**config.mk**
```make
export PLATFORM = sky130hd
export DESIGN_NAME = mul_div_unit
export DESIGN_NICKNAME = d
export VERILOG_FILES = /design/src/rtl/mul_div_unit.sv
export SDC_FILE = /design/constraint.sdc
export NUM_CORES = 1
export LEC_CHECK = 0
export BUFFER_PORTS_ARGS = -buffer_cell sky130_fd_sc_hd__buf_2
export CAP_MARGIN = 20
export CORE_MARGIN = 5
export CORE_UTILIZATION = 60
export DETAILED_ROUTE_END_ITERATION = 7
export PLACE_DENSITY_LB_ADDON = 0.05
export SLEW_MARGIN = 20
export SYNTH_ARGS = -nofsm -noshare
export SYNTH_HDL_FRONTEND = slang
export SYNTH_SLANG_ARGS = --single-unit
```
**constraint.sdc**
```tcl
create_clock -name clock -period 14.8 [get_ports clock]
set_input_delay 0 -clock clock [delete_from_list [all_inputs] [get_ports clock]]
set_output_delay 0 -clock clock [all_outputs]
set_load 0.01 [all_outputs]
```
**src/rtl/mul_div_unit.sv**
```systemverilog
// Signed 32x32 multiply (radix-4 Booth) and divide (non-restoring) into a 64-bit Z result.
// Latency: MUL done 17 edges after capture, DIV 34, DIV by zero 1.
// Backpressure: none; start is accepted only in IDLE and ignored while an operation runs.
module mul_div_unit #(
    parameter int WIDTH = 32
) (
    input  logic             clock,
    input  logic             clear,
    input  logic             start,
    input  logic             op,
    input  logic [WIDTH-1:0] operand_a,
    input  logic [WIDTH-1:0] operand_b,
    output logic [WIDTH-1:0] z_hi,
    output logic [WIDTH-1:0] z_lo,
    output logic             busy,
    output logic             done,
    output logic             div_by_zero
);

    localparam int AW       = WIDTH + 2;
    localparam int CW       = $clog2(WIDTH + 1);
    localparam int MUL_ITER = WIDTH / 2;
    localparam int DIV_ITER = WIDTH;

    typedef enum logic [1:0] {IDLE, RUN, FIX, DONE} state_t;

    state_t          state_q, state_d;
    logic            op_q;
    logic            dz_q;
    logic            neg_q;
    logic            neg_a_q;
    logic            prev_q;
    logic [CW-1:0]   cnt_q;
    logic [AW-1:0]   acc_q;
    logic [WIDTH-1:0] mq_q;
    logic [WIDTH-1:0] m_q;

    logic [AW-1:0]    m_ext;
    logic [AW-1:0]    d_ext;
    logic [AW-1:0]    booth_add;
    logic [AW-1:0]    mul_sum;
    logic [AW-1:0]    div_shift;
    logic [AW-1:0]    div_new;
    logic [WIDTH-1:0] rem_fix;
    logic [WIDTH-1:0] q_out;
    logic [WIDTH-1:0] r_out;
    logic [WIDTH-1:0] a_mag;
    logic [WIDTH-1:0] b_mag;
    logic             accept;
    logic             iterate;

    assign m_ext = {{2{m_q[WIDTH-1]}}, m_q};
    assign d_ext = {2'b00, m_q};

    always_comb begin
        booth_add = '0;
        case ({mq_q[1:0], prev_q})
            3'b001, 3'b010: booth_add = m_ext;
            3'b011:         booth_add = m_ext << 1;
            3'b100:         booth_add = -(m_ext << 1);
            3'b101, 3'b110: booth_add = -m_ext;
            default:        booth_add = '0;
        endcase
    end

    assign mul_sum   = acc_q + booth_add;
    assign div_shift = {acc_q[AW-2:0], mq_q[WIDTH-1]};
    assign div_new   = acc_q[AW-1] ? (div_shift + d_ext) : (div_shift - d_ext);

    // Remainder fits in WIDTH bits once corrected, so the fix-up is done modulo 2^WIDTH.
    assign rem_fix = acc_q[WIDTH-1:0] + (acc_q[AW-1] ? m_q : '0);
    assign q_out   = neg_q   ? -mq_q    : mq_q;
    assign r_out   = neg_a_q ? -rem_fix : rem_fix;

    assign a_mag = operand_a[WIDTH-1] ? -operand_a : operand_a;
    assign b_mag = operand_b[WIDTH-1] ? -operand_b : operand_b;

    always_comb begin
        state_d = state_q;
        accept  = 1'b0;
        iterate = 1'b0;
        case (state_q)
            IDLE: begin
                if (start) begin
                    accept  = 1'b1;
                    state_d = RUN;
                end
            end
            RUN: begin
                if (op_q && dz_q) begin
                    state_d = DONE;
                end else if (!op_q && cnt_q == CW'(MUL_ITER)) begin
                    state_d = DONE;
                end else if (op_q && cnt_q == CW'(DIV_ITER)) begin
                    state_d = FIX;
                end else begin
                    iterate = 1'b1;
                end
            end
            FIX:     state_d = DONE;
            DONE:    state_d = IDLE;
            default: state_d = IDLE;
        endcase
    end

    always_ff @(posedge clock or negedge clear) begin
        if (!clear) begin
            state_q <= IDLE;
        end else begin
            state_q <= state_d;
        end
    end

    always_ff @(posedge clock or negedge clear) begin
        if (!clear) begin
            op_q        <= 1'b0;
            dz_q        <= 1'b0;
            neg_q       <= 1'b0;
            neg_a_q     <= 1'b0;
            prev_q      <= 1'b0;
            cnt_q       <= '0;
            acc_q       <= '0;
            mq_q        <= '0;
            m_q         <= '0;
            z_hi        <= '0;
            z_lo        <= '0;
            div_by_zero <= 1'b0;
        end else begin
            if (accept) begin
                op_q        <= op;
                dz_q        <= op && (operand_b == '0);
                neg_q       <= operand_a[WIDTH-1] ^ operand_b[WIDTH-1];
                neg_a_q     <= operand_a[WIDTH-1];
                prev_q      <= 1'b0;
                cnt_q       <= '0;
                acc_q       <= '0;
                div_by_zero <= 1'b0;
                if (op) begin
                    // A zero divisor keeps the raw dividend so it can be returned in z_hi.
                    mq_q <= (operand_b == '0) ? operand_a : a_mag;
                    m_q  <= b_mag;
                end else begin
                    mq_q <= operand_b;
                    m_q  <= operand_a;
                end
            end
            if (iterate) begin
                cnt_q <= cnt_q + 1'b1;
                if (op_q) begin
                    acc_q <= div_new;
                    mq_q  <= {mq_q[WIDTH-2:0], ~div_new[AW-1]};
                end else begin
                    acc_q  <= {{2{mul_sum[AW-1]}}, mul_sum[AW-1:2]};
                    mq_q   <= {mul_sum[1:0], mq_q[WIDTH-1:2]};
                    prev_q <= mq_q[1];
                end
            end
            if (state_q == RUN && state_d == DONE) begin
                if (op_q) begin
                    z_hi        <= mq_q;
                    z_lo        <= '1;
                    div_by_zero <= 1'b1;
                end else begin
                    z_hi <= acc_q[WIDTH-1:0];
                    z_lo <= mq_q;
                end
            end
            if (state_q == FIX) begin
                z_hi <= r_out;
                z_lo <= q_out;
            end
        end
    end

    assign busy = (state_q == RUN) || (state_q == FIX);
    assign done = (state_q == DONE);

endmodule

```
==> flow_summary_export.csv <==
group,metric,value,unit
place,hpwl,50270,µm
logic_synthesis,syn-mean-instance-area,7.459,µm²
layout,nNetsFinal,2750,
layout,most_frequent_cells_in_the_layout,"o21ai_0 (325), nand2_1 (292), nor2_1 (183)",
cts,worst_setup_hold_path_clk_slew,0.08,ns
cts,tritoncts.num_buffers,17,
floorplan,die_h,187.5,µm
layout,antenna-diode-count,0,
logic_synthesis,synthesis.instances,2535,
global_routing,grt_pass1_wl,104000,µm
global_routing,overflow,0,
global_routing,antenna_found_initial,1,
floorplan,ioPinCount,135,
status,run_status,"complete, but fails checks",
sta,final_critical_path_setup_slack,8.519,ns
logic_synthesis,synth.net_count,2715,
route,dr.first_iter.drc_count,2062,
sta,timing_worst_slew_pin_value,1.085,ns
place,routability_congestion_estimate_from_global_placement,0.9808,
sta,final_hold_viol_count,1,
floorplan,initial_core_util,0.6039,
logic_synthesis,ys_async_sr_fraction,1.000,
layout,area.sequential,4409,µm²
critical_path,worst_reg2reg_path_startpoint,"m_q[0]",
power,cell_internal_pwr,2.595,mW
run,timing.max_cap.violations,0,
global_routing,grt_start_max_net_pins,107,
hold_path,timing.hold.worst_endpoint,"m_q[17]",
place,pre_cts_slack,8.633,ns
floorplan,die_area,35170,µm²
layout,drive_above_1_share,0.09021,
sta,timing.final.max_slew_violations,0,
power,static-leakage-power,9.022,nW
status,violations_in_the_final_reports,"hold timing",
power,share_clk_of_total_power,0.087,
logic_synthesis,synth_ff_type,"dfrtp_1",
logic_synthesis,netlist_area,18910,µm²
sta,final-setup-viol-count,0,
logic_synthesis,netlist_top_cells_area,"dfrtp_1 (23%), o21ai_0 (8.6%), ha_1 (7.2%)",
route,drt_first_pass_iters,6,
layout,multi_input_area,13670,µm²
critical_path,critical_path_class,"reg2reg",
layout,area_growth,9.522,%
logic_synthesis,synth-edff-count,0,
route,drt-wirelength-per-cell,22.47,µm
power,portion_of_total_power_attributed_to_combinational_logic,0.702,
critical_path,ff2ff_path_depth,24,
logic_synthesis,synth_warnings,0,
sta,layout_min_cycle_time,6.281,ns
power,p_switching,3.180,mW
sta,setup_repair_after_global_routing_missed_its_margin,"false",
route,routed_wire_length,67080,µm
logic_synthesis,synth_top_cell_by_area,"dfrtp_1",
logic_synthesis,area_share_of_the_largest_cell_type_after_synthesis,0.2329,
logic_synthesis,synth.lib_cells_used.distinct,84,
critical_path,critPathCaptureType,"flop",
sta,part_of_the_cycle_the_worst_path_needs,0.4244,
global_routing,global_route.usage.total,0.3693,
sta,fin_worst_hold_slack,-0.002620,ns
critical_path,crit_fanout,7,
layout,num-fill-cells,2685,
route,antenna_left,0,
critical_path,ff2ff_setup_slack,8.52,ns
power,power_density,278.8,nW/µm²
route,drc,0,
hold_path,min-delay-path-class,"in2reg",
sta,fin_worst_skew,0.01825,ns
route,routed-via-count,19840,
power,swShare,0.5507,
critical_path,critical_path.startpoint_type,"flop",
hold_path,hold_path.startpoint,"operand_a[17]",
critical_path,crit_arrival,6.64,ns
cts,post_cts_setup_buffer_count,0,
sta,achievable_clock_frequency,159.2,MHz
floorplan,fp-row-count,65,
hold_path,min_path_cells,3,
cts,htree_num_levels,4,
logic_synthesis,ys_seq_elements,176,
floorplan,core,31310,µm²
cts,cts_num_sinks,176,
power,share_seq_of_total_power,0.211,
global_routing,vias_in_the_first_global_route,18250,
power,power.ir.vdd_worst,0.2185,mV
layout,layout_commonest_cell,"o21ai_0",
route,vias_per_cell,6.648,
cts,cts.root.buffer_cell,"clkbuf_16",
logic_synthesis,ys_seq_area_frac,0.2329,
cts,cts_max_path_buffers,2,
power,design_power_total,5.775,mW
sta,tns,0,ns
critical_path,required_time_of_the_critical_path,15.16,ns
place,place.port_buffers,134,
cts,cts_tree,"built",
sta,timing.max_slew.rel_slack,0.2761,
critical_path,regToRegEndpoint,"acc_q[33]",
cts,worst_skew_pair.late_latency,0.48,ns
floorplan,die_width,187.5,µm
cells by family (layout without fill, tap and decap cells):
| kind of cell | Yosys count | in the layout | synth area share |
|---|---|---|---|
| buf+inv | 231 | 279 | 0.04632 |
| compound gates | 838 | 838 | 0.2764 |
| fa+ha+maj | 112 | 112 | 0.07530 |
| xor+xnor | 224 | 224 | 0.1038 |
| flops | 176 | 176 | 0.2329 |
| mux | 87 | 87 | 0.04645 |
| simple gates | 867 | 867 | 0.2189 |
Yosys cell counts, types with 7 or more instances:
cell        n
a211oi_1   22
o21ai_0   325
and3_1     16
nor4_1     22
xnor2_1   104
o221ai_1   12
inv_1      44
o211ai_1   19
o21bai_1   10
a22oi_1    15
o21ai_1     9
or3_1      39
ha_1      109
clkbuf_1  164
buf_1      16
nand3_1    60
nand2b_1   38
nor3b_1     8
o21a_1     21
mux2i_1    81
or4_1      11
a21o_1     69
a21oi_1   157
dfrtp_1   176
xor2_1    120
nor3_1     80
and2_1     42
nor2b_1    20
a31oi_1    34
a221oi_1   22
o22ai_1    10
nand4_1    13
o31ai_1    35
o31a_1      7
nor2_1    185
or2_2      17
nand2_1   293
power by group through the flow:
stage,Sequential (mW),Combinational [mW],Clock [mW]
detailed placement,1.20,3.94,0
floorplan,0.890,3.16,0
global route,1.23,4.45,0.524
CTS,1.19,3.97,0.505
global placement,1.19,3.86,0
finish,1.22,4.06,0.502
through the flow:
stage,cell area [µm²],hold slack (ns),std cells,utilization
3_3_place_gp,19540,-0.006592,2901,0.6241
3_5_place_dp,19540,-0.001623,2901,0.6241
4_1_cts,20710,0.003334,2985,0.6614
2_1_floorplan,18910,-0.2956,2535,-
5_1_grt,20710,0.03292,2985,0.6614
6_report,20710,-0.002620,2985,0.6614
sequential cells by signal (all words and copies together) (netlist names):
signal and cells:
acc_q 34, cnt_q 6, div_by_zero 1, dz_q 1
m_q 32, mq_q 32, neg_a_q 1, neg_q 1
op_q 1, prev_q 1, state_q 2, z_hi 32
z_lo 32
per-layer routing:
metal | part of all wire | vias up | track usage
met5 | 0.00019 | - | 0
met4 | 0.043 | 2 | 0.1465
met3 | 0.10 | 145 | 0.07539
met2 | 0.43 | 1087 | 0.5559
met1 | 0.42 | 9367 | 0.5218
li1 | - | 9242 | -
how the worst max path moves through the flow:
| stage | startpoint | cells past startpoint | to | slack [ns] |
|---|---|---|---|---|
| after floorplan | m_q[0] | 24 | acc_q[32] | 9.48 |
| after CTS | m_q[0] | 24 | acc_q[33] | 8.62 |
| after detailed placement | m_q[0] | 24 | acc_q[32] | 8.63 |
| after global routing | m_q[0] | 24 | acc_q[33] | 8.05 |
| final | m_q[0] | 24 | acc_q[33] | 8.52 |
| after global placement | m_q[0] | 24 | acc_q[31] | 8.82 |
critical path: stages, from the launching register on:
cell	delay (ns)
dfrtp_1	0.45
inv_1	0.10
ha_1	0.24
or3b_2	0.53
nor3_1	0.37
nand3b_1	0.33
nor3_1	0.43
nor3b_1	0.48
xnor2_1	0.18
nand2_1	0.09
o21ai_0	0.08
a22oi_1	0.17
a21oi_1	0.10
ha_1	0.42
a2111oi_0	0.39
o21ai_0	0.16
o2111ai_1	0.12
nand2_1	0.09
o31a_1	0.29
a41oi_1	0.29
a211o_1	0.21
o21a_1	0.14
xnor2_1	0.13
nor2_1	0.09
a221o_1	0.28
repair_timing:
item,CTS,global route
hold endpoints to repair,96,0
gates resized for setup,0,0
hold buffers,52,0
cell type report:
| cell class | instances | area share |
|---|---|---|
| clock inverter | 15 | 0.01069 |
| timing repair buffer | 201 | 0.06326 |
| inverter | 46 | 0.008337 |
| clock buffer | 17 | 0.02054 |
| sequential | 176 | 0.2129 |
| multi-input combinational | 2128 | 0.6600 |
| tap | 402 | 0.02429 |
No activity file was read; power rests on OpenSTA's default activity.
